[src/rtl/cic_sync_prog_pkg.sv]
// cic_sync_prog_pkg
//   Shared definitions for the PDM CIC sequencing logic: sequencer state
//   encoding, default widths, and a helper to size the channel index.
//   Imported by cic_sync_prog and visible to the CIC datapath.
package cic_sync_prog_pkg;

    // Sequencer states. S_IDLE must stay at encoding 0 so that a cleared
    // state register means "idle".
    typedef enum logic [1:0] {
        S_IDLE    = 2'd0,
        S_READ    = 2'd1,
        S_COMPUTE = 2'd2,
        S_HOLD    = 2'd3
    } seq_state_e;

    localparam int DEF_CHANNELS = 8;
    localparam int DEF_DIV_W    = 8;
    localparam int DEF_DEC_W    = 16;

    // Channel index width: $clog2(n), never narrower than one bit.
    function automatic int ch_width(input int n);
        return (n > 1) ? $clog2(n) : 1;
    endfunction

endpackage

[src/rtl/cic_sync_prog_pdm_clk_div.sv]
// pdm_clk_div
//   Programmable PDM clock divider with shadowed configuration.
//   sys_count runs 0..ratio_s and wraps; pdm_clk is low for the first half
//   of the period (sys_count <= ratio_s>>1) and high for the rest.
//   The shadow ratio/read offset are reloaded only while the divider is
//   stopped or on a wrap, so register writes take effect on a period
//   boundary and never shorten or stretch a pdm_clk phase.
// Ports
//   clk, resetn     clock, synchronous active-high reset
//   enable          run request
//   busy            sequencer still draining; keeps the divider running
//   pdm_ratio       period - 1 (live register value)
//   read_time       sample offset within the period (live register value)
//   pdm_clk         registered PDM clock
//   cfg_load        shadow registers reload at the coming edge
//   trigger         the coming edge enters the sample slot (sys_count ==
//                   read_s next cycle); lets the sequencer register its
//                   read strobe so it lines up with that count
module pdm_clk_div #(
    parameter int DIV_W = 8
) (
    input  logic             clk,
    input  logic             resetn,
    input  logic             enable,
    input  logic             busy,
    input  logic [DIV_W-1:0] pdm_ratio,
    input  logic [DIV_W-1:0] read_time,
    output logic             pdm_clk,
    output logic             cfg_load,
    output logic             trigger
);

    logic [DIV_W-1:0] sys_count_q, sys_count_d;
    logic [DIV_W-1:0] ratio_s_q, ratio_s_d;
    logic [DIV_W-1:0] read_s_q, read_s_d;
    logic             pdm_clk_q, pdm_clk_d;
    logic [DIV_W-1:0] ratio_eff_q, ratio_eff_d;
    logic             run;
    logic             wrap;

    always_comb begin
        // A sequence already in flight is allowed to finish after enable drops.
        run = enable | busy;

        // A ratio of 0 would give a one-cycle period with no high phase.
        ratio_eff_q = (ratio_s_q == '0) ? DIV_W'(1) : ratio_s_q;
        wrap        = run && (sys_count_q == ratio_eff_q);
        cfg_load    = !run || wrap;

        ratio_s_d   = cfg_load ? pdm_ratio : ratio_s_q;
        read_s_d    = cfg_load ? read_time : read_s_q;
        ratio_eff_d = (ratio_s_d == '0) ? DIV_W'(1) : ratio_s_d;

        if (!run || wrap) begin
            sys_count_d = '0;
        end else begin
            sys_count_d = sys_count_q + 1'b1;
        end

        pdm_clk_d = (sys_count_d > (ratio_eff_d >> 1));
        // read_s beyond the period never matches, so nothing is sampled.
        trigger   = enable && (sys_count_d == read_s_d);
    end

    always_ff @(posedge clk) begin
        if (resetn) begin
            sys_count_q <= '0;
            pdm_clk_q   <= 1'b0;
            ratio_s_q   <= pdm_ratio;
            read_s_q    <= read_time;
        end else begin
            sys_count_q <= sys_count_d;
            pdm_clk_q   <= pdm_clk_d;
            ratio_s_q   <= ratio_s_d;
            read_s_q    <= read_s_d;
        end
    end

    assign pdm_clk = pdm_clk_q;

endmodule

[src/rtl/cic_sync_prog.sv]
// cic_sync_prog
//   Timing/sequencing generator for the PDM mic-array CIC decimator.
//   Once per PDM period the sequencer issues a one-cycle read strobe, then
//   walks channels 0..active_ch with two integrator cycles each
//   (S_COMPUTE, S_HOLD). Every (decimation+1)-th sequence also enables the
//   comb stage and ends with a sample_strobe. A trigger arriving while a
//   sequence is still running is dropped and latches the sticky overrun.
// Ports
//   clk, resetn         clock, synchronous active-high reset
//   enable              run; low stops after the current sequence
//   pdm_ratio           PDM period - 1 in clk cycles
//   read_time           sys_count value at which PDM data is sampled
//   decimation          comb every decimation+1 PDM periods
//   active_ch           last active channel index
//   overrun_clr         clears overrun (a same-cycle set wins)
//   pdm_clk             PDM clock to the microphones
//   read_enable         one-cycle PDM sample strobe
//   integrator_enable   integrator update for channel_idx
//   comb_enable         comb update for channel_idx
//   channel_idx         channel being processed
//   sample_strobe       one-cycle pulse after a comb sequence completes
//   overrun             sticky sequencing overrun flag
//   busy                sequencer not idle
// All outputs are flops decoded from the next state; none are combinational.
module cic_sync_prog
    import cic_sync_prog_pkg::*;
#(
    parameter  int CHANNELS = DEF_CHANNELS,
    parameter  int DIV_W    = DEF_DIV_W,
    parameter  int DEC_W    = DEF_DEC_W,
    localparam int CH_W     = ch_width(CHANNELS)
) (
    input  logic             clk,
    input  logic             resetn,
    input  logic             enable,
    input  logic [DIV_W-1:0] pdm_ratio,
    input  logic [DIV_W-1:0] read_time,
    input  logic [DEC_W-1:0] decimation,
    input  logic [CH_W-1:0]  active_ch,
    input  logic             overrun_clr,
    output logic             pdm_clk,
    output logic             read_enable,
    output logic             integrator_enable,
    output logic             comb_enable,
    output logic [CH_W-1:0]  channel_idx,
    output logic             sample_strobe,
    output logic             overrun,
    output logic             busy
);

    seq_state_e       state_q, state_d;
    logic [CH_W-1:0]  ch_q, ch_d;
    logic [DEC_W-1:0] dec_count_q, dec_count_d;
    logic [DEC_W-1:0] dec_s_q, dec_s_d;
    logic [CH_W-1:0]  ach_s_q, ach_s_d;
    logic             read_enable_q, read_enable_d;
    logic             integ_q, integ_d;
    logic             comb_q, comb_d;
    logic             strobe_q, strobe_d;
    logic             overrun_q, overrun_d;
    logic             busy_q, busy_d;

    logic             cfg_load;
    logic             trigger;
    logic             seq_end;

    pdm_clk_div #(
        .DIV_W(DIV_W)
    ) u_div (
        .clk      (clk),
        .resetn   (resetn),
        .enable   (enable),
        .busy     (busy_q),
        .pdm_ratio(pdm_ratio),
        .read_time(read_time),
        .pdm_clk  (pdm_clk),
        .cfg_load (cfg_load),
        .trigger  (trigger)
    );

    always_comb begin
        // Shadow config follows the divider's reload points.
        dec_s_d     = cfg_load ? decimation : dec_s_q;
        ach_s_d     = cfg_load ? active_ch : ach_s_q;

        state_d     = state_q;
        ch_d        = ch_q;
        dec_count_d = dec_count_q;
        seq_end     = 1'b0;

        case (state_q)
            S_IDLE: begin
                if (trigger) begin
                    state_d = S_READ;
                    ch_d    = '0;
                end
            end
            S_READ: begin
                state_d = S_COMPUTE;
            end
            S_COMPUTE: begin
                state_d = S_HOLD;
            end
            S_HOLD: begin
                if (ch_q == ach_s_q) begin
                    state_d = S_IDLE;
                    ch_d    = '0;
                    seq_end = 1'b1;
                    // Exact compare: the count restarts only on equality.
                    if (dec_count_q == dec_s_q) begin
                        dec_count_d = '0;
                    end else begin
                        dec_count_d = dec_count_q + 1'b1;
                    end
                end else begin
                    state_d = S_COMPUTE;
                    ch_d    = ch_q + 1'b1;
                end
            end
            default: begin
                state_d = S_IDLE;
                ch_d    = '0;
            end
        endcase

        read_enable_d = (state_d == S_READ);
        integ_d       = (state_d == S_COMPUTE) || (state_d == S_HOLD);
        // dec_count only moves on the exit to S_IDLE, so within a sequence
        // this is stable for every channel.
        comb_d        = integ_d && (dec_count_d == dec_s_d);
        strobe_d      = seq_end && (dec_count_q == dec_s_q);
        busy_d        = (state_d != S_IDLE);

        // A trigger while busy is dropped; the set beats a same-cycle clear.
        if (trigger && (state_q != S_IDLE)) begin
            overrun_d = 1'b1;
        end else if (overrun_clr) begin
            overrun_d = 1'b0;
        end else begin
            overrun_d = overrun_q;
        end
    end

    always_ff @(posedge clk) begin
        if (resetn) begin
            state_q       <= S_IDLE;
            ch_q          <= '0;
            dec_count_q   <= '0;
            dec_s_q       <= decimation;
            ach_s_q       <= active_ch;
            read_enable_q <= 1'b0;
            integ_q       <= 1'b0;
            comb_q        <= 1'b0;
            strobe_q      <= 1'b0;
            overrun_q     <= 1'b0;
            busy_q        <= 1'b0;
        end else begin
            state_q       <= state_d;
            ch_q          <= ch_d;
            dec_count_q   <= dec_count_d;
            dec_s_q       <= dec_s_d;
            ach_s_q       <= ach_s_d;
            read_enable_q <= read_enable_d;
            integ_q       <= integ_d;
            comb_q        <= comb_d;
            strobe_q      <= strobe_d;
            overrun_q     <= overrun_d;
            busy_q        <= busy_d;
        end
    end

    assign read_enable       = read_enable_q;
    assign integrator_enable = integ_q;
    assign comb_enable       = comb_q;
    assign channel_idx       = ch_q;
    assign sample_strobe     = strobe_q;
    assign overrun           = overrun_q;
    assign busy              = busy_q;

endmodule

[config.mk]
export PLATFORM = sky130hd
export DESIGN_NAME = cic_sync_prog
export DESIGN_NICKNAME = d
export VERILOG_FILES = /design/src/rtl/cic_sync_prog_pkg.sv /design/src/rtl/cic_sync_prog_pdm_clk_div.sv /design/src/rtl/cic_sync_prog.sv
export SDC_FILE = /design/constraint.sdc
export NUM_CORES = 1
export LEC_CHECK = 0
export ABC_AREA = 1
export CAP_MARGIN = 15
export CORE_AREA = 3 3 95 97
export CTS_CLUSTER_SIZE = 25
export DETAILED_ROUTE_END_ITERATION = 7
export DIE_AREA = 0 0 98 100
export PLACE_DENSITY = 0.84
export SYNTH_ARGS = -nofsm -noshare
export SYNTH_HDL_FRONTEND = slang
export SYNTH_SLANG_ARGS = --single-unit
[constraint.sdc]
create_clock -name clk -period 2.6 [get_ports clk]
set_clock_uncertainty 0.2 [all_clocks]
set_input_delay 0.52 -clock clk [delete_from_list [all_inputs] [get_ports clk]]
set_output_delay 0.52 -clock clk [all_outputs]
set_load 0.005 [all_outputs]
### Word-level counts from Yosys, hierarchy flattened

Index checks and enable logic that the tools add are counted.

| storage, ports and cells | value |
|---|---|
| logic and storage cells | 73 |
| output and inout bits | 10 |
| input port bits | 39 |
| register bits after elaboration | 71 |

| operators by class | value |
|---|---|
| bitwise logic cells | 1 |
| mux-type cells | 24 |
| equal/unequal tests | 12 |
| magnitude comparators | 1 |
| add/sub/neg operators | 3 |
| reductions and logical operators | 17 |

Operators with widths:

| kind | count |
|---|---|
| $mux 16 | 5 |
| $mux 8 | 7 |
| $eq 16x16->1 | 2 |
| $add 16x1->16 const B | 1 |
| $eq 8x8->1 | 2 |
| $logic_not 8->1 | 2 |
| $mux 3 | 4 |
| $reduce_bool 2->1 | 5 |
| $add 8x1->8 const B | 1 |
| $eq 2x2->1 const B | 4 |
| $gt 8x7->1 | 1 |
| $pmux 2 s4 | 1 |
| $pmux 3 s2 | 1 |
| $logic_and 1x1->1 | 5 |
| $eq 2x1->1 const B | 2 |
| $mux 1 | 4 |
| $mux 2 | 2 |
| $add 3x1->3 const B | 1 |
| $eq 3x3->1 | 1 |
| $logic_not 2->1 | 1 |
| $logic_or 1x1->1 | 2 |
| $ne 2x2->1 const B | 1 |
| $reduce_and 2->1 | 1 |
| $logic_not 1->1 | 1 |
| $or 1x1->1 | 1 |

### Longest topological paths before layout

Gate-level depths: netlist of run 1.

| logic depth | value |
|---|---|
| word-level depth | 13 |
| gate-level depth with buffers | 20 |

### By module

A second synthesis of run 1 with hierarchy kept.

| second synthesis, totals | value |
|---|---|
| cell total of the unflattened synthesis | 717 |
| area, all modules | 4526.8 sq um |

Modules (own cells, without submodules):

| module | area each (sq um) | sequential area each (sq um) | cells each | times used |
|---|---|---|---|---|
| cic_sync_prog | 2831.5 | 950.9 | 464 | 1 |
| pdm_clk_div | 1695.4 | 500.5 | 253 | 1 |

### Worst setup path after synthesis of run 1

Ideal clock, no wire load.

| path | value |
|---|---|
| path type | reg2reg |
| from | register u_div.ratio_s_q[3] |
| to | register u_div.pdm_clk_q (netlist: u_div.pdm_clk) |
| library setup time | 0.132 ns |
| clock period less this slack | 2.733 ns |
| slack | -0.133 ns |
| stages on the path, launching flop included | 18 |
| arrival time | 2.401 ns |
| path through | dfxtp_1 > nor2_1 > nand2_1 > o21ai_0 > nand2_1 > nand3_2 > nand2_4 > inv_2 > buf_2 > clkbuf_1 > o21ai_0 > ha_1 > nand2_1 > inv_1 > a221oi_1 > o21ai_0 > a21oi_1 > o32ai_1 |

| between the ends | value |
|---|---|
| cells in the longest elaborated chain, start to end | 9 |
| elaborated cells on any way between the ends | 10 |
| classes of those cells | order compare: 1; eq/ne: 1; mux: 4; reduce/logical: 4 |

RTL lines:

| element | line | source |
|---|---|---|
| start: declaration | cic_sync_prog_pdm_clk_div.sv:34 | `logic [DIV_W-1:0] ratio_s_q, ratio_s_d;` |
| start signal: assignment | cic_sync_prog_pdm_clk_div.sv:69 | `ratio_s_q <= pdm_ratio;` |
| start signal: assignment | cic_sync_prog_pdm_clk_div.sv:74 | `ratio_s_q <= ratio_s_d;` |
| $logic_not 8->1 | cic_sync_prog_pdm_clk_div.sv:46 | `ratio_eff_q = (ratio_s_q == '0) ? DIV_W'(1) : ratio_s_q;` |
| $mux 8 | cic_sync_prog_pdm_clk_div.sv:46 |  |
| $eq 8x8->1 | cic_sync_prog_pdm_clk_div.sv:47 | `wrap = run && (sys_count_q == ratio_eff_q);` |
| $logic_and 1x1->1 | cic_sync_prog_pdm_clk_div.sv:47 |  |
| $logic_or 1x1->1 | cic_sync_prog_pdm_clk_div.sv:48, cic_sync_prog_pdm_clk_div.sv:54 |  |
| $mux 8 | cic_sync_prog_pdm_clk_div.sv:50 | `ratio_s_d = cfg_load ? pdm_ratio : ratio_s_q;` |
| $logic_not 8->1 | cic_sync_prog_pdm_clk_div.sv:52 | `ratio_eff_d = (ratio_s_d == '0) ? DIV_W'(1) : ratio_s_d;` |
| $mux 8 | cic_sync_prog_pdm_clk_div.sv:52 |  |
| $gt 8x7->1 * | cic_sync_prog_pdm_clk_div.sv:60 | `pdm_clk_d = (sys_count_d > (ratio_eff_d >> 1));` |
| end signal: assignment | cic_sync_prog_pdm_clk_div.sv:73 | `pdm_clk_q <= pdm_clk_d;` |
| end: declaration | cic_sync_prog_pdm_clk_div.sv:36 | `logic pdm_clk_q, pdm_clk_d;` |

Every way passes the cells marked *; elsewhere a longest branch is shown, timed or not.
A chain may end at the register's enable or synchronous reset.

### Worst setup path in the final report of run 1

| path | value |
|---|---|
| from | register u_div.ratio_s_q[7] |
| to | register u_div.pdm_clk_q (netlist: u_div.pdm_clk) |

| between the ends | value |
|---|---|
| elaborated cells on any way between the ends | 10 |
| classes of those cells | order compare: 1; eq/ne: 1; mux: 4; reduce/logical: 4 |

RTL lines:

| element | line | source |
|---|---|---|
| $logic_not 8->1 | cic_sync_prog_pdm_clk_div.sv:46 |  |
| $mux 8 * | cic_sync_prog_pdm_clk_div.sv:46 |  |
| $eq 8x8->1 * | cic_sync_prog_pdm_clk_div.sv:47 |  |
| $logic_and 1x1->1 * | cic_sync_prog_pdm_clk_div.sv:47 |  |
| $logic_or 1x1->1 * | cic_sync_prog_pdm_clk_div.sv:54 | `if (!run \|\| wrap) begin` |
| $mux 8 * | cic_sync_prog_pdm_clk_div.sv:54 |  |
| via u_div.sys_count_d[3] | cic_sync_prog_pdm_clk_div.sv:33 | `logic [DIV_W-1:0] sys_count_q, sys_count_d;` |
| $gt 8x7->1 * | cic_sync_prog_pdm_clk_div.sv:60 |  |

The timed path passes the listed nets; every way through them passes the cells marked *.

==> flow_metrics.py, run 1 <==
metrics = {
    "finish": {
        "antenna_cells": 0,
        "final_layout_size_suffix_gt1_share_pct": 10.8,
        "area_growth_pct": 25.0,
        "fin_nets": 767,
        "multi_input_area_sq_um": 2310,
        "seqCellArea_sq_um": 1470,
        "n_fill_cell": 720,
    },
    "detailed_routing": {
        "dr.pass1.iters": 5,
        "num_vias": 4337,
        "wl_per_cell_microns": 13.4,
        "drt_iter0_drc": 193,
        "antenna_left": 0,
        "wirelength_mm": 11.1,
        "vias_per_cell": 5.24,
        "post-route-drc-count": 0,
    },
    "pwr": {
        "p_leak_nw": 2.43,
        "finalPower_mw": 2.62,
        "max-vdd-ir-drop_v": 0.000323,
        "power_density_nw_per_um2": 501,
    },
    "placed_design": {
        "preCtsSetupSlack_ps": -368,
        "gp_congestion": 0.971,
        "hpwl_mm": 8.55,
        "io_buffers": 48,
    },
    "yosys": {
        "async_reset_ff_share_pct": 0,
        "synth_cell_type_count": 41,
        "yosys.area.top_type": "dfxtp_1",
        "synthFlopType": "dfxtp_1",
        "ys_seq_elements": 71,
        "ys_top_cells_by_area": "dfxtp_1 (33%), nand2_1 (16%), inv_1 (8.2%)",
        "synth_nets": 696,
        "synth-seq-area-share_pct": 34.7,
        "synthCells": 647,
        "synth_edf_count": 3,
        "avgSynthCellArea_sq_um": 6.47,
        "synth_top_area_share_pct": 32.5,
        "synthesis.area_sq_um": 4190,
        "yosysWarnings": 0,
    },
    "grt": {
        "gr-total-overflow": 0,
        "antenna_found_initial": 0,
        "grt_start_max_net_pins": 46,
        "grt_use_total_pct": 22.6,
        "grt_pass1_wl_mm": 18.2,
        "grt_pass1_vias": 4154,
    },
    "timing": {
        "setup_viol": 0,
        "report.final.slew_viol_count": 0,
        "tightest_slew_ps": 378,
        "fin_ws_ps": 17.3,
        "relSlewSlack_pct": 74.7,
        "final-hold-violation-count": 0,
        "min_period_over_period_pct": 99.3,
        "max_freq_mhz": 387,
        "final.min_clock_period_ps": 2580,
        "rsz0062_at_grt": "yes",
    },
    "critical_path": {
        "rr_startpoint": "u_div.ratio_s_q[7]$_DFF_P_",
        "start_kind": "flip-flop",
        "reg2reg_to": "u_div.pdm_clk$_SDFF_PP0_",
        "reg2reg_setup_slack_ps": 20,
        "path_class": "flip-flop to flip-flop",
        "worstSetupEndpointType": "flip-flop",
        "path_max_fanout": 6,
        "required_ps": 2630,
        "r2r_cells": 16,
        "crit_arrival_ps": 2610,
    },
    "floorplan": {
        "core_region_area_sq_um": 8220,
        "fp.dieW_microns": 98,
        "io_pins": 49,
        "dieArea_sq_um": 9800,
        "fp.dieH_microns": 100,
        "initial_core_util_pct": 51.0,
        "rows": 33,
    },
    "job": {
        "drv_cap": 0,
    },
    "cts": {
        "insertion_delay_ps": 360,
        "ctsRootBufferMaster": "clkbuf_8",
        "h-tree-depth": 3,
        "cts_hold_buf": 0,
        "cts_num_sinks": 71,
        "cts-buffers-inserted": 9,
        "clk_pin_slew_worst_paths_ps": 80,
        "post_cts_buffers": 0,
        "cts_tree": "yes",
        "clk_path_buf_depth": 2,
    },
    "min_path": {
        "holdPathEnd": "state_q[0]$_SDFF_PP0_",
        "hp-start": "state_q[0]$_SDFF_PP0_",
        "min_path_type": "flip-flop to flip-flop",
        "min_path_cells": 1,
    },
    "outcome": {
        "outcome": "complete, no violations",
    },
}
==> worst max-delay path by stage <==
stage / from / to / slack, ps / cells after the start
floorplan: u_div.sys_count_q[6]$_SDFF_PP0_ / u_div.pdm_clk$_SDFF_PP0_ / -30 / 20
global placement: enable / u_div.pdm_clk$_SDFF_PP0_ / -240 / 13
detailed placement: enable / u_div.pdm_clk$_SDFF_PP0_ / -370 / 13
CTS: u_div.sys_count_q[6]$_SDFF_PP0_ / u_div.pdm_clk$_SDFF_PP0_ / 4 / 17
global route: u_div.ratio_s_q[1]$_DFF_P_ / u_div.pdm_clk$_SDFF_PP0_ / -170 / 17
finish: u_div.ratio_s_q[7]$_DFF_P_ / u_div.pdm_clk$_SDFF_PP0_ / 20 / 16
==> timing repair <==
action / in CTS / in global routing
setup endpoints to repair: 1 / 7
pin swaps: 3 / 2
gates resized for setup: 14 / 9
==> cell families after synthesis <==
| kind of cell | share of synthesized area (%) |
|---|---|
| compound gates | 11.2 |
| xor+xnor | 5.65 |
| fa+ha+maj | 2.99 |
| buf+inv | 11.1 |
| flops | 34.7 |
| mux | 0.239 |
| simple gates | 34.1 |
==> cells in the mapped netlist, types with 2 or more instances <==
library cell    n
a21oi_1        12
buf_2           9
buf_4           2
clkbuf_1        8
dfxtp_1        68
edfxtp_1        3
ha_1           10
inv_1          92
inv_2           3
nand2_1       178
nand3_1        43
nand3_2         2
nand3b_1        3
nand4_1        19
nor2_1         69
nor2_2          2
nor3_1          9
nor4_1          2
o21ai_0        55
o21ai_1         6
o21bai_1        5
o22ai_1         3
xnor2_1        17
xor2_1         10
==> final cells by class <==
cell class,count,share of cell area [%]
clock buffers,9,2.37
clock inverters,7,1.67
inverters,95,6.86
multi-input cells,459,44.2
flip-flops and latches,71,28.0
well taps,105,2.51
repair buffers,82,14.4
==> report_power, final <==
group	total [mW]	switching, mW	internal [mW]
Clock	0.971	0.440	0.532
Sequential	1.20	0.0432	1.16
Combinational	0.454	0.247	0.206
==> state kept, by name (all words and copies together), names as in the netlist <==
name / flops
u_div.sys_count_q: 8
read_enable: 1
dec_count_q: 16
overrun: 1
ach_s_q: 3
u_div.ratio_s_q: 8
u_div.pdm_clk: 1
state_q: 2
comb_enable: 1
dec_s_q: 16
channel_idx: 3
u_div.read_s_q: 8
sample_strobe: 1
integrator_enable: 1
busy: 1
==> per-stage QoR <==
step                      cells  hold slack, ps  cell area (sq um)  util [%]  setup TNS, ps
after floorplan             647             238               4200         -          -34.1
after global placement      812             251               4960      60.4           -581
after detailed placement    812             266               4960      60.4           -901
after CTS                   828             284               5210      63.4              0
after global routing        828             301               5240      63.7           -463
final                       828             279               5240      63.7              0
==> layout by cell type (no fill, tap or decap), types with 3 or more instances in the layout <==
master,n
a21oi_1,12
buf_4,32
clkbuf_8,9
clkdlybuf4s50_1,48
dfxtp_1,57
dfxtp_2,10
edfxtp_1,3
ha_1,9
inv_1,92
nand2_1,176
nand3_1,42
nand3_2,3
nand3b_1,3
nand4_1,19
nor2_1,68
nor3_1,8
o21ai_0,49
o21ai_1,11
o21bai_1,5
o22ai_1,3
xnor2_1,17
xor2_1,10
==> routing by layer <==
| metal | part of all wire [%] | vias to the layer above | global-route usage [%] |
|---|---|---|---|
| met5 | 0 | - | 0 |
| met4 | 2.5 | 0 | 8.95 |
| met3 | 6.5 | 21 | 4.59 |
| met2 | 50 | 146 | 40.4 |
| met1 | 41 | 1966 | 26.5 |
| li1 | - | 2204 | - |
==> worst max-delay path: stages (launching register included) <==
cell and delay (ps):
dfxtp_1 350, inv_1 80, nand2_1 100, nor2_1 60
nor2_1 130, nand2_1 100, nand3_2 130, buf_4 160
nand3b_2 90, inv_1 140, ha_4 230, nand2_1 80
inv_1 50, a221oi_2 220, o21ai_1 80, a21oi_1 150
o32ai_1 90
(Power assumes the default switching activity.)
==> run 2, diff against run 1 <==
- CORE_AREA: 3 3 95 97 -> 3 3 98 100
- DIE_AREA: 0 0 98 100 -> 0 0 101 103
- PLACE_DENSITY: 0.84 -> 0.85
- SYNTH_HIERARCHICAL: unset -> 1
==> run 2 against run 1 <==
Compared with the run above: the run now ends with setup timing left; clock power is 2% higher; hold slack worse by 5.5 ps; wire length is 14% higher; critical endpoint is now u_div/pdm_clk$_SDFF_PP0_.
==> flow_metrics.py, run 2 <==
metrics = {
    "outcome": {
        "outcome": "finished with violations",
        "violations": "setup timing",
    },
    "cts": {
        "cts_hold_buf": 0,
        "cts_num_sinks": 71,
        "clk_pin_slew_worst_paths_ps": 80,
        "insertion_delay_ps": 360,
        "h-tree-depth": 3,
        "cts-buffers-inserted": 9,
        "ctsRootBufferMaster": "clkbuf_8",
        "clk_path_buf_depth": 2,
        "cts_tree": "yes",
    },
    "timing": {
        "min_period_over_period_pct": 105,
        "final.min_clock_period_ps": 2730,
        "max_freq_mhz": 366,
        "setup_viol": 3,
        "report.final.slew_viol_count": 0,
        "fin_setup_tns_ps": -167,
        "rsz0062_at_grt": "yes",
        "fin_hold_ws_ps": 274,
        "fin_ws_ps": -129,
        "final-hold-violation-count": 0,
        "tightest_slew_ps": 498,
        "relSlewSlack_pct": 66.7,
    },
    "detailed_routing": {
        "drt_iter0_drc": 295,
        "dr.pass1.iters": 5,
        "post-route-drc-count": 0,
        "num_vias": 4791,
        "dr_wl_met2_mm": 6.45,
        "antenna_left": 0,
        "wl_met1_mm": 5.24,
        "wl_per_cell_microns": 13.9,
        "vias_per_cell": 5.25,
        "wirelength_mm": 12.7,
        "top_layer": "met4",
        "wl_met3_microns": 680,
    },
    "grt": {
        "grt_pass1_vias": 4486,
        "grt_use_total_pct": 24.2,
        "antenna_found_initial": 0,
        "gr-total-overflow": 0,
        "grt_pass1_wl_mm": 20.1,
        "grt_start_max_net_pins": 35,
    },
    "yosys": {
        "synth_common_cells": "nand2_1 (235), inv_1 (104), nor2_1 (72)",
        "yosys.area_share.xor_xnor_pct": 1.93,
        "synthCells": 717,
        "async_reset_ff_share_pct": 0,
        "synth_nets": 766,
        "ys_top_cells_by_area": "dfxtp_1 (30%), nand2_1 (19%), inv_1 (8.6%)",
        "synth-seq-area-share_pct": 32.1,
        "synth_cell_type_count": 40,
        "yosys.area.top_type": "dfxtp_1",
        "yosysWarnings": 6,
        "synth_top_family_by_area": "simple AND/OR/NAND/NOR gates",
        "synth_compound_area_share_pct": 9.65,
        "avgSynthCellArea_sq_um": 6.31,
        "ys_seq_elements": 71,
        "synthesis.area_sq_um": 4530,
        "muxShareOfSynthArea_pct": 0.498,
        "synth_edf_count": 3,
        "synth_top_area_share_pct": 30.1,
        "yosysMostFrequentCell": "nand2_1",
        "synthFlopType": "dfxtp_1",
        "synth_fa_ha_area_share_pct": 2.76,
        "synthSimpleGateAreaFrac_pct": 40.5,
    },
    "floorplan": {
        "dieArea_sq_um": 10400,
        "core_region_area_sq_um": 8760,
        "io_pins": 49,
        "initial_core_util_pct": 51.7,
        "rows": 34,
        "fp.dieW_microns": 101,
        "fp.dieH_microns": 103,
    },
    "critical_path": {
        "path_max_fanout": 11,
        "required_ps": 2650,
        "path_class": "input pin to flip-flop",
        "worstSetupEndpointType": "flip-flop",
        "rr_startpoint": "u_div/sys_count_q[6]$_SDFF_PP0_",
        "start_kind": "input pin",
        "crit_arrival_ps": 2780,
        "worstSetupStartpoint": "enable",
    },
    "finish": {
        "largest_registers": "dec_count_q: 16 flops, dec_s_q: 16 flops",
        "antenna_cells": 0,
        "fin_nets": 849,
        "post-route-util_pct": 67.0,
        "final_common_cell": "nand2_1",
        "area_growth_pct": 29.8,
        "final_area_sq_um": 5870,
        "layout_common_cells": "nand2_1 (219), inv_1 (98), nor2_1 (65), dfxtp_1 (55), clkdlybuf4s50_1 (48)",
        "final_layout_size_suffix_gt1_share_pct": 21.6,
    },
    "pwr": {
        "finalPower_mw": 2.74,
        "max-vdd-ir-drop_v": 0.000269,
        "p_leak_nw": 2.78,
        "power_density_nw_per_um2": 467,
    },
    "min_path": {
        "hp-start": "overrun$_SDFFE_PP0P_",
        "min_path_type": "flip-flop to flip-flop",
    },
    "placed_design": {
        "placed_area_sq_um": 5320,
        "hpwl_mm": 9.12,
        "io_buffers": 48,
        "gp_congestion": 0.908,
    },
    "job": {
        "drv_cap": 0,
    },
}
run 2: cell count changes in the layout (fill, tap and decap cells not counted), sizes merged, moves of 5 or more:
cell,delta
nand2,+68
buf,+10
nor2,+18
xnor2,-14
nor3,-5
nand4,-5
inv,+23
run 2: repair_timing:
action,CTS,global route
pin swaps,3,29
cloned,1,1
buffers inserted,3,7
endpoints found under the setup margin,5,6
gates resized for setup,24,66
run 2: layout make-up:
class | count | area [sq um]
fill | 707 | 2890
sequential | 71 | 1480
inverter | 117 | 452
clock inverter | 6 | 85.1
clock buffer | 10 | 128
timing repair inverter | 1 | 6.26
tap | 108 | 135
multi-input combinational | 508 | 2710
timing repair buffer | 92 | 873
run 2: per-layer routing:
layer / vias to the layer above / GRT usage, %
li1: 2390 / -
met1: 2204 / 28.9
met2: 170 / 43.0
met3: 27 / 4.67
met4: 0 / 9.20
met5: - / 0
run 2: worst paths after layout:
kind                            slack (ps)  cells past startpoint                  endpoint
worst max register to register        -100                     18  u_div/pdm_clk$_SDFF_PP0_
worst min-delay path                   270                      2      overrun$_SDFFE_PP0P_
worst max-delay path                  -130                     14  u_div/pdm_clk$_SDFF_PP0_
worst min register to register         270                      2      overrun$_SDFFE_PP0P_
run 2: cells by family after synthesis:
logic type / count (synthesis)
AO/OA/AOI/OAI: 81
multiplexers: 2
AND/OR/NAND/NOR: 404
XOR/XNOR: 10
buffers and inverters: 139
adder cells (fa/ha/maj): 10
flip-flops: 71
run 2: critical path: stages:
cell	delay, ps
clkdlybuf4s50_1	440
or2_1	280
buf_12	170
nand2_8	140
inv_8	60
nand2_4	50
o21ai_2	50
ha_1	310
inv_1	70
o21bai_1	90
a221oi_2	230
o21ai_1	100
a21oi_1	160
o22ai_1	100
run 2: power by group:
group	total [mW]	switching (mW)	internal (mW)	leakage [nW]
clock	0.990	0.452	0.538	0.104
sequential	1.21	0.0576	1.16	0.596
combinational	0.540	0.299	0.242	2.08
total	2.74	0.809	1.93	2.78
run 2: through the flow:
step,cells,worst slack [ps]
after global routing,913,-199
after global placement,885,-352
after detailed placement,885,-481
after floorplan,717,46.0
after CTS,905,-4.10
final,913,-129
==> run 3, diff against run 2 <==
- CELL_PAD_IN_SITES_DETAIL_PLACEMENT: unset -> 0
- CELL_PAD_IN_SITES_GLOBAL_PLACEMENT: unset -> 1
- CORE_AREA: 3 3 98 100 -> 3 3 117 119
- DIE_AREA: 0 0 101 103 -> 0 0 120 122
- PLACE_DENSITY: 0.85 -> 0.84
- RECOVER_POWER: unset -> 25
==> run 3 against run 2 <==
Compared with the run above: highest routed layer unchanged; clock power grew 31%; die area grew 41%; clock-buffer cell count grew 3; utilization shrank 19 points; critical path depth grew 3; the flow still finishes with violations (setup timing); wire length shrank 2.6%; via count shrank 5.1%; hold slack lost 6.3 ps; sequential share of layout area shrank 0.80 points; global-route usage shrank 6.9 points; maximum frequency grew 3.8%; largest cell class unchanged.
==> flow_metrics.py, run 3 (same netlist as run 2, synthesis figures left out) <==
metrics = {
    "timing": {
        "rsz0062_at_grt": "yes",
        "setup_viol": 2,
        "fin_hold_ws_ps": 267,
        "final.min_clock_period_ps": 2630,
        "relSlewSlack_pct": 77.0,
        "fin_ws_ps": -28.7,
        "report.final.slew_viol_count": 0,
        "tightest_slew_ps": 343,
        "fin_setup_tns_ps": -32.1,
        "max_freq_mhz": 380,
        "min_period_over_period_pct": 101,
        "final-hold-violation-count": 0,
    },
    "grt": {
        "grt_pass1_vias": 4205,
        "antenna_found_initial": 0,
        "grt_use_total_pct": 17.2,
        "grt_pass1_wl_mm": 20.1,
        "grt_start_max_net_pins": 46,
        "gr-total-overflow": 0,
    },
    "pwr": {
        "p_leak_nw": 2.88,
        "finalPower_mw": 3.01,
        "max-vdd-ir-drop_v": 0.000242,
        "power_density_nw_per_um2": 499,
    },
    "cts": {
        "cts_hold_buf": 0,
        "cts_tree": "yes",
        "h-tree-depth": 3,
        "ctsRootBufferMaster": "clkbuf_16",
        "insertion_delay_ps": 350,
        "cts-buffers-inserted": 9,
        "clk_pin_slew_worst_paths_ps": 60,
        "clk_path_buf_depth": 2,
        "cts_num_sinks": 71,
    },
    "critical_path": {
        "critPathTopFamily": "simple AND/OR/NAND/NOR gates",
        "cpMaxStageDelayCell": "dfxtp_4",
        "required_ps": 2630,
        "crit_path_max_incr_delay_ps": 370,
        "worstSetupEndpointType": "flip-flop",
        "path_class": "flip-flop to flip-flop",
        "path_cells": "inv_1, nand2_1, nand2_2, nor2_4, nand2_2, nor2_4, nand2_4, nand2_8, inv_2, o21ai_0, ha_1, nand2_1, inv_1, a221oi_2, o21ai_0, a21oi_1, o22ai_1",
        "path_max_fanout": 9,
        "crit_arrival_ps": 2660,
        "start_kind": "flip-flop",
        "path_buf_inv": 3,
    },
    "finish": {
        "fin_nets": 857,
        "layout_common_cells": "nand2_1 (223), inv_1 (96), nor2_1 (69), dfxtp_1 (59), o21ai_0 (48)",
        "area_growth_pct": 33.4,
        "final_common_cell": "nand2_1",
        "largest_registers": "dec_count_q: 16 flops, dec_s_q: 16 flops",
        "final_layout_size_suffix_gt1_share_pct": 20.7,
        "final_area_sq_um": 6040,
        "n_fill_cell": 1293,
        "seqCellArea_sq_um": 1480,
        "antenna_cells": 0,
        "multi_input_area_sq_um": 2610,
    },
    "floorplan": {
        "fp.dieH_microns": 122,
        "core_region_area_sq_um": 12700,
        "fp.dieW_microns": 120,
        "dieArea_sq_um": 14600,
        "initial_core_util_pct": 35.7,
        "io_pins": 49,
        "rows": 41,
    },
    "detailed_routing": {
        "vias_per_cell": 4.62,
        "post-route-drc-count": 0,
        "wl_per_cell_microns": 12.5,
        "antenna_left": 0,
        "wirelength_mm": 12.3,
        "drt_iter0_drc": 222,
        "num_vias": 4548,
        "dr.pass1.iters": 5,
    },
    "outcome": {
        "violations": "setup timing",
        "outcome": "finished with violations",
    },
    "placed_design": {
        "hpwl_mm": 9.17,
        "io_buffers": 48,
        "gp_congestion": 0.844,
        "placed_area_sq_um": 5460,
        "preCtsSetupSlack_ps": -480,
    },
    "min_path": {
        "min_path_type": "flip-flop to flip-flop",
    },
    "job": {
        "drv_cap": 0,
    },
}
## run 3: where the power goes
group | internal (mW) | switching [mW] | total, mW
clock | 0.818 | 0.483 | 1.30
sequential | 1.16 | 0.0470 | 1.20
combinational | 0.235 | 0.274 | 0.509
## run 3: per-stage QoR
step                util [%]  instances
floorplan                  -        717
global placement        43.1        956
detailed placement      43.1        956
CTS                     45.9        974
global route            47.6        985
finish                  47.6        985
## run 3: final cells by class
cell class / count / share of cell area [%]
Sequential cell: 71 / 24.4
Multi-Input combinational cell: 507 / 43.3
Inverter: 117 / 7.32
Clock buffer: 13 / 4.48
Tap cell: 172 / 3.56
Clock inverter: 3 / 0.663
Timing Repair Buffer: 102 / 16.2
## run 3: what timing repair did
item,4_1_cts,5_1_grt
buffers inserted,2,10
cloned,0,1
pin swaps,2,24
setup endpoints to repair,4,6
gates resized for setup,11,49
## run 3: worst register-to-register path: cells and delay by family, from the launching register on
kind / cells / cell delay [ps]
compound gates: 5 / 700
fa+ha+maj: 1 / 270
buf+inv: 3 / 210
flops: 1 / 370
simple gates: 8 / 740
## run 3: metal layers
layer	routed length [microns]	up-vias	GRT usage [%]
li1	-	2412	-
met1	5790	2033	21.9
met2	5800	89	29.2
met3	569	14	4.60
met4	176	0	4.22
met5	0	-	0
## run 3: path summary, 6_finish.rpt
path / from / end / slack, ps / cells past startpoint
setup / recovery: u_div/sys_count_q[6]$_SDFF_PP0_ / u_div/pdm_clk$_SDFF_PP0_ / -30 / 17
hold / removal: overrun$_SDFFE_PP0P_ / overrun$_SDFFE_PP0P_ / 270 / 2
setup reg to reg: u_div/sys_count_q[6]$_SDFF_PP0_ / u_div/pdm_clk$_SDFF_PP0_ / -30 / 17
hold reg to reg: overrun$_SDFFE_PP0P_ / overrun$_SDFFE_PP0P_ / 270 / 2
